==> src/rtl/counter_sweep_ctrl.sv <==
//==============================================================================
// Module   : counter_sweep_ctrl
// Purpose  : Sequencer for one up/down counter. It accepts a sweep command
//            over a start/ack handshake, loads the limit, and drives the
//            increment and decrement phases with a dwell at the top. It
//            repeats for the programmed number of loops, then pulses done.
//            A watchdog aborts a stuck UP/DOWN phase and raises error.
// Ports    : clk            - system clock, rising edge
//            reset_n        - synchronous active-low reset
//            start          - command valid, sampled only in IDLE
//            start_ack      - one-cycle pulse when a command is accepted
//            cmd_limit      - count limit, latched into count_to
//            cmd_updown     - 1: up then down per loop, 0: up only
//            cmd_loops      - number of sweeps (0 treated as 1)
//            flag_count_max - counter has reached count_to
//            flag_count_min - counter is at 0
//            abort          - (CNT_SWEEP_ABORT_EN only) terminate command
//            count_to       - registered limit to the counter
//            load_en        - counter load strobe (count restarts at 0)
//            count_inc      - counter increment enable
//            count_dec      - counter decrement enable
//            busy           - high in every state except IDLE
//            done           - one-cycle pulse at the end of a command
//            error          - set on timeout, held until next accepted start
// Options  : define CNT_SWEEP_ABORT_EN to add the abort input.
// Revision : 1.0 - initial release
//==============================================================================
`default_nettype none

module counter_sweep_ctrl #(
    parameter int WIDTH   = 4,
    parameter int DWELL   = 2,
    parameter int TIMEOUT = 32
) (
    input  logic             clk,
    input  logic             reset_n,
    input  logic             start,
    output logic             start_ack,
    input  logic [WIDTH-1:0] cmd_limit,
    input  logic             cmd_updown,
    input  logic [2:0]       cmd_loops,
    input  logic             flag_count_max,
    input  logic             flag_count_min,
`ifdef CNT_SWEEP_ABORT_EN
    input  logic             abort,
`endif
    output logic [WIDTH-1:0] count_to,
    output logic             load_en,
    output logic             count_inc,
    output logic             count_dec,
    output logic             busy,
    output logic             done,
    output logic             error
);

    // One timer serves both the dwell and the UP/DOWN watchdog, so it must
    // be wide enough for whichever of the two limits is larger.
    localparam int c_TMAX = (TIMEOUT > DWELL) ? TIMEOUT : DWELL;
    localparam int c_TW   = $clog2(c_TMAX + 1);

    localparam logic [c_TW-1:0] c_TO_LAST    = c_TW'(TIMEOUT - 1);
    localparam logic [c_TW-1:0] c_DWELL_LAST = c_TW'(DWELL - 1);

    typedef enum logic [2:0] {
        S_IDLE  = 3'd0,
        S_LOAD  = 3'd1,
        S_UP    = 3'd2,
        S_DWELL = 3'd3,
        S_DOWN  = 3'd4,
        S_LOOP  = 3'd5,
        S_DONE  = 3'd6
    } state_t;

    state_t           r_state;
    state_t           w_state_nxt;
    logic [c_TW-1:0]  r_timer;
    logic [2:0]       r_loops_left;
    logic             r_updown;
    logic [WIDTH-1:0] r_count_to;
    logic             r_start_ack;
    logic             r_error;
    logic             w_accept;
    logic             w_timeout;

    assign w_accept = (r_state == S_IDLE) && start;

    //--------------------------------------------------------------------------
    // Next-state logic
    //--------------------------------------------------------------------------
    always_comb begin
        w_state_nxt = r_state;
        w_timeout   = 1'b0;

        case (r_state)
            S_IDLE: begin
                if (start) begin
                    w_state_nxt = S_LOAD;
                end
            end
            S_LOAD: begin
                w_state_nxt = S_UP;
            end
            S_UP: begin
                // The flag is checked before the watchdog so that a flag
                // arriving on the last allowed cycle still completes normally.
                if (flag_count_max) begin
                    w_state_nxt = S_DWELL;
                end else if (r_timer == c_TO_LAST) begin
                    w_timeout   = 1'b1;
                    w_state_nxt = S_DONE;
                end
            end
            S_DWELL: begin
                if (r_timer == c_DWELL_LAST) begin
                    w_state_nxt = r_updown ? S_DOWN : S_LOOP;
                end
            end
            S_DOWN: begin
                if (flag_count_min) begin
                    w_state_nxt = S_LOOP;
                end else if (r_timer == c_TO_LAST) begin
                    w_timeout   = 1'b1;
                    w_state_nxt = S_DONE;
                end
            end
            S_LOOP: begin
                // Up/down sweeps leave the counter at 0 and can go straight
                // back up; up-only sweeps need a reload to restart from 0.
                if (r_loops_left != 3'd1) begin
                    w_state_nxt = r_updown ? S_UP : S_LOAD;
                end else begin
                    w_state_nxt = S_DONE;
                end
            end
            S_DONE: begin
                w_state_nxt = S_IDLE;
            end
            default: begin
                w_state_nxt = S_IDLE;
            end
        endcase

`ifdef CNT_SWEEP_ABORT_EN
        // Abort overrides flags and the watchdog. DONE is excluded so that
        // an abort held high cannot produce a second done pulse.
        if (abort && (r_state != S_IDLE) && (r_state != S_DONE)) begin
            w_timeout   = 1'b0;
            w_state_nxt = S_DONE;
        end
`endif
    end

    //--------------------------------------------------------------------------
    // State and datapath registers
    //--------------------------------------------------------------------------
    always_ff @(posedge clk) begin
        if (!reset_n) begin
            r_state      <= S_IDLE;
            r_timer      <= '0;
            r_loops_left <= '0;
            r_updown     <= 1'b0;
            r_count_to   <= '0;
            r_start_ack  <= 1'b0;
            r_error      <= 1'b0;
        end else begin
            r_state     <= w_state_nxt;
            r_start_ack <= w_accept;

            // Timer restarts on every state change and only runs in the
            // states that are time-limited.
            if (w_state_nxt != r_state) begin
                r_timer <= '0;
            end else if ((r_state == S_UP) || (r_state == S_DOWN) ||
                         (r_state == S_DWELL)) begin
                r_timer <= r_timer + 1'b1;
            end

            if (w_accept) begin
                r_count_to   <= cmd_limit;
                r_updown     <= cmd_updown;
                r_loops_left <= (cmd_loops == 3'd0) ? 3'd1 : cmd_loops;
            end else if (r_state == S_LOOP) begin
                r_loops_left <= r_loops_left - 1'b1;
            end

            if (w_accept) begin
                r_error <= 1'b0;
            end else if (w_timeout) begin
                r_error <= 1'b1;
            end
        end
    end

    //--------------------------------------------------------------------------
    // Outputs: either registers or pure decodes of the state register
    //--------------------------------------------------------------------------
    assign count_to  = r_count_to;
    assign start_ack = r_start_ack;
    assign error     = r_error;
    assign load_en   = (r_state == S_LOAD);
    assign count_inc = (r_state == S_UP);
    assign count_dec = (r_state == S_DOWN);
    assign busy      = (r_state != S_IDLE);
    assign done      = (r_state == S_DONE);

endmodule

`default_nettype wire
==> config.mk <==
export PLATFORM = sky130hd
export DESIGN_NAME = counter_sweep_ctrl
export DESIGN_NICKNAME = d
export VERILOG_FILES = /design/src/rtl/counter_sweep_ctrl.sv
export SDC_FILE = /design/constraint.sdc
export NUM_CORES = 1
export LEC_CHECK = 0
export CAP_MARGIN = 25
export CORE_ASPECT_RATIO = 1.5
export CORE_MARGIN = 4
export CORE_UTILIZATION = 29
export DETAILED_ROUTE_END_ITERATION = 10
export HOLD_SLACK_MARGIN = 0.1
export PLACE_DENSITY = 0.51
export SLEW_MARGIN = 25
export SYNTH_ARGS = -nofsm -noshare
export SYNTH_HDL_FRONTEND = slang
export SYNTH_SLANG_ARGS = --single-unit
==> constraint.sdc <==
create_clock -name clk -period 2 [get_ports clk]
set_input_delay 0.4 -clock clk [delete_from_list [all_inputs] [get_ports clk]]
set_output_delay 0.4 -clock clk [all_outputs]
set_load 0.01 [all_outputs]
== Word level (Yosys, flattened, before mapping) ==
Cells that the tools add are included.

* Bitwise gates (word level): 1
* Multiplexer cells: 16
* Reductions and logical operators: 9
* Add/sub/neg operators: 2
* Eq/ne operators: 10

{| class="wikitable"
|+ Operators with widths
! operator !! count
|-
| 3-bit 2-to-1 mux || 9
|-
| 3-bit one-hot mux with 6 select lines || 1
|-
| 3-bit == test (second input constant) || 3
|-
| 6-bit by 1-bit adder with 6-bit output (second input constant) || 1
|-
| 3-bit by 2-bit == test with 1-bit output (second input constant) || 2
|-
| 6-bit by 1-bit == test with 1-bit output (second input constant) || 1
|-
| 6-bit by 5-bit == test with 1-bit output (second input constant) || 1
|-
| 3-bit logical NOT || 2
|-
| 1-bit 2-to-1 mux || 4
|-
| 2-bit OR reduction || 2
|-
| 3-bit by 1-bit == test with 1-bit output (second input constant) || 1
|-
| 3-bit by 1-bit inequality test with 1-bit output (second input constant) || 1
|-
| 3-bit inequality test || 1
|-
| 3-bit nonzero test || 1
|-
| 3-bit by 1-bit subtractor with 3-bit output (second input constant) || 1
|-
| 1-bit logical OR || 2
|-
| 2-bit 2-to-1 mux || 1
|-
| 1-bit one-hot mux with 2 select lines || 1
|-
| 2-bit nonzero test || 1
|-
| 1-bit logical AND || 1
|-
| 1-bit NOT || 1
|}

* Logic and storage cells: 45
* Register bits after elaboration: 19
* Input port bits: 13
* Output and inout bits: 11

== Depth between registers and ports, before layout ==
* Depth in word-level cells: 6
* Mapped depth: 6
* Mapped depth without buffers: 6

== Least setup slack after synthesis ==
OpenSTA, ideal clock, no wires.

* Path kind: reg-to-reg
* From: register r_timer[0]
* To: register r_timer[0]
* Buffers on the path: 0
* Stages on the path, launching flop included: 6
* Data required time: 1.871 ns
* Library setup time: 0.129 ns
* Clock period less this slack: 1.546 ns
* Setup slack: 0.454 ns
* Arrival: 1.417 ns
* Cell sequence: dfxtp_1 -> ha_1 -> nand2b_1 -> or3_1 -> o211ai_4 -> nor3_2

* Longest elaborated chain between the ends: 6

{| class="wikitable"
|+ Ends and longest elaborated chain
! what !! RTL line !! RTL
|-
| start, declared || 76 || <nowiki>logic [c_TW-1:0] r_timer;</nowiki>
|-
| start signal, assigned || 175 || <nowiki>r_timer <= r_timer + 1'b1;</nowiki>
|-
| 6-bit by 5-bit == test with 1-bit output || 108, 121 ||
|-
| 3-bit 2-to-1 mux || 108, 121 ||
|-
| 3-bit 2-to-1 mux (on tied branches) || 119, 106 ||
|-
| 3-bit one-hot mux with 6 select lines || 94 || <nowiki>case (r_state)</nowiki>
|-
| 3-bit inequality test || 171 || <nowiki>if (w_state_nxt != r_state) begin</nowiki>
|-
| 2-bit OR reduction (no line) || - ||
|}

Several ways; a longest one is shown, not always the timed one.
A chain may end at the register's enable or synchronous reset.

== Worst setup path in the final report ==
* From: register r_state[2]
* To: output port count_dec

* Longest elaborated chain between the ends: 1

{| class="wikitable"
|+ Ends and longest elaborated chain
! what !! RTL line !! RTL
|-
| start, declared || 74 || <nowiki>state_t r_state;</nowiki>
|-
| start signal, assigned || 166 || <nowiki>r_state <= w_state_nxt;</nowiki>
|-
| 3-bit == test || 202 || <nowiki>assign count_dec = (r_state == S_DOWN);</nowiki>
|-
| end, declared || 50 || <nowiki>output logic count_dec,</nowiki>
|}

Every way passes these cells.

==> results.ini <==
[drt]
ant_nets=0
wl_um=2800
num_vias=1048
viasPerCell=5.14
dr.pass1.iters=4
drc=0
drtIter0Drc=27
wire_per_inst_um=13.7

[worst_hold_path]
worst_hold_path_type=reg -> reg

[clocking]
cts_tree=yes
cts_max_path_buffers=2
clkSinkCount=19
cts_max_level=1
clk_pin_slew_worst_paths_ns=0.07
cts_buffers=3
clockRootBuffer=clkbuf_8
post-cts-setup-buffer-count=0
cts-hold-fix-buffers=0
insertion_delay_ns=0.25

[layout]
syn2layout_area_growth_pct=33.3
final_nets=179
drive_above_1_share_pct=16.8
final_cells=204
fillerInstances=399
antenna_cells=0

[yosys]
ys_warn_count=0
ys_ff_latch=19
ys_top_cells_by_area=dfxtp_1 34%, nand2_1 4.6%, ha_1 4.4%
synth_top_area_cell=dfxtp_1
synthXorXnorAreaFrac_pct=5.42
ys_async_sr_fraction_pct=0
netlist_area_um2=1130
synth.avg_cell_area_um2=8.57
seq_area_frac_synth_pct=33.6
yosysMostFrequentCell=dfxtp_1
synthMuxAreaShare_pct=0
synthTopCellsByCount=19 x dfxtp_1, 14 x nand2_1, 8 x nor2_1, 7 x a21oi_1, 7 x inv_1
synthAdderAreaFrac_pct=4.42
synth-compound-area-share_pct=24.7
synth-edff-count=0
synthCells=132
synth_top_area_share_pct=33.6
synth-simple-area-share_pct=26.5
synth_nets=149
synth_top_family_by_area=simple AND/OR/NAND/NOR gates
synth.distinct_cells=41
synthFlopType=dfxtp_1

[timing]
hold_viol=0
fmax_mhz=530
period_minus_slack_ns=1.89
tns_ns=0
final-setup-viol-count=0
hold-worst-slack_ns=0.471
slew_headroom_pct=75.9
rsz0062_at_grt=no
tightest_slew_ns=0.360
skew_ns=0.00343
finalCritPeriodShare_pct=94.4
slew_violations=0

[floorplan]
coreArea_um2=3720
io_pins=24
start_util_pct=30.4
die_w_um=59.0
dieArea_um2=4980
rows=27
die_y_um=84.5

[placement]
place_congestion=0.822
port_buffers=23
hpwl_um=2170
dp.cells=200

[worst_setup_path]
crit-reg2reg-launch=r_timer[0]$_SDFFE_PP0P_
crit_path_end=count_dec
end_kind=primary output
cp_data_arrival_time_ns=1.49
r2r_cells=5
path_max_fanout=10
rrSetupSlack_ns=0.27
setup.worst_path.start=r_state[2]$_SDFF_PN0_
critPathKind=reg -> out
timing.rr.end=r_timer[5]$_SDFFE_PP0P_
cp-start-kind=flip-flop
critPathRequiredTime_ns=1.60

[global_route]
grt_max_degree=13
overflow=0
antenna_found_initial=0
grt_pass1_vias=1109
grt_first_pass_wirelength_um=4890
grt_usage_pct=12.4

[pwr]
vdd_drop_max_uv=321
cellPowerDensity_nw_per_um2=642
p_leak_nw=0.552

[run]
timing.max_cap.violations=0

[status]
outcome=finished clean

[through the flow]
step	cell area [um2]	power [mW]	setup WS (ns)	utilization, %
floorplan	1130	0.601	0.454	-
global placement	1450	0.705	0.00713	39.0
detailed placement	1450	0.708	0.00386	39.0
CTS	1500	0.983	0.0686	40.4
global route	1510	1.03	0.000245	40.6
finish	1510	0.968	0.113	40.6
[logic make-up (layout without fill, tap and decap cells)]
family,Yosys count,after routing
compound gates,35,35
xor+xnor,7,7
fa+ha+maj,4,4
buf+inv,14,43
flops,19,19
simple gates,53,53
[where the power goes]
group          internal [mW]  leakage (nW)  switching (mW)
Sequential             0.405         0.157          0.0289
Combinational          0.133         0.372           0.134
Clock                  0.141        0.0228           0.125
[sequential cells by signal (all words and copies together), names as in the netlist]
name,flops
start_ack,1
r_loops_left,3
count_to,4
error,1
r_state,3
r_updown,1
r_timer,6
[area by class of cell]
class | instances | area (um2) | area share (%)
multi-input cells | 99 | 696 | 46.1
flip-flops and latches | 19 | 389 | 25.8
repair buffers | 32 | 298 | 19.8
well taps | 43 | 53.8 | 3.57
clock buffers | 4 | 45.0 | 2.99
inverters | 7 | 26.3 | 1.74
[placed cells by master (no fill, tap or decap), types with 6 or more instances in the layout]
cell and instances:
dfxtp_1 16, nor3_2 6, nor2_1 8, clkdlybuf4s50_1 23
buf_4 9, a21oi_1 7, nand2b_1 6, inv_1 7
a21boi_0 6, nand2_1 14
[worst min-delay path by stage]
stage          cells past startpoint                         start                            to  slack [ns]
3_5_place_dp                       2      count_to[3]$_SDFFE_PN0P_      count_to[3]$_SDFFE_PN0P_        0.47
3_3_place_gp                       2      count_to[1]$_SDFFE_PN0P_      count_to[1]$_SDFFE_PN0P_        0.45
5_1_grt                            2      count_to[3]$_SDFFE_PN0P_      count_to[3]$_SDFFE_PN0P_        0.49
6_report                           2      count_to[3]$_SDFFE_PN0P_      count_to[3]$_SDFFE_PN0P_        0.47
2_1_floorplan                      2  r_loops_left[1]$_SDFFE_PN0P_  r_loops_left[1]$_SDFFE_PN0P_        0.45
4_1_cts                            2      count_to[3]$_SDFFE_PN0P_      count_to[3]$_SDFFE_PN0P_        0.48
[timing repair]
action                                  CTS  global route
endpoints found under the setup margin    4             2
cloned                                    0             0
pin swaps                                 0             0
resized for setup                         4             2
hold endpoints to repair                  0             0
[layer usage]
metal  up-vias  GRT usage, %  routed length, um
li1        530             -                  -
met1       494          13.5               1140
met2        22          21.9               1450
met3         2          2.62                175
met4         0          5.77                 40
met5         -             0                  0
[critical path, stage by stage, from the launching register on]
cell and delay [ns]:
dfxtp_2 0.44, nor3b_2 0.23, clkdlybuf4s50_1 0.57
Power figures use the tool's default switching activity.
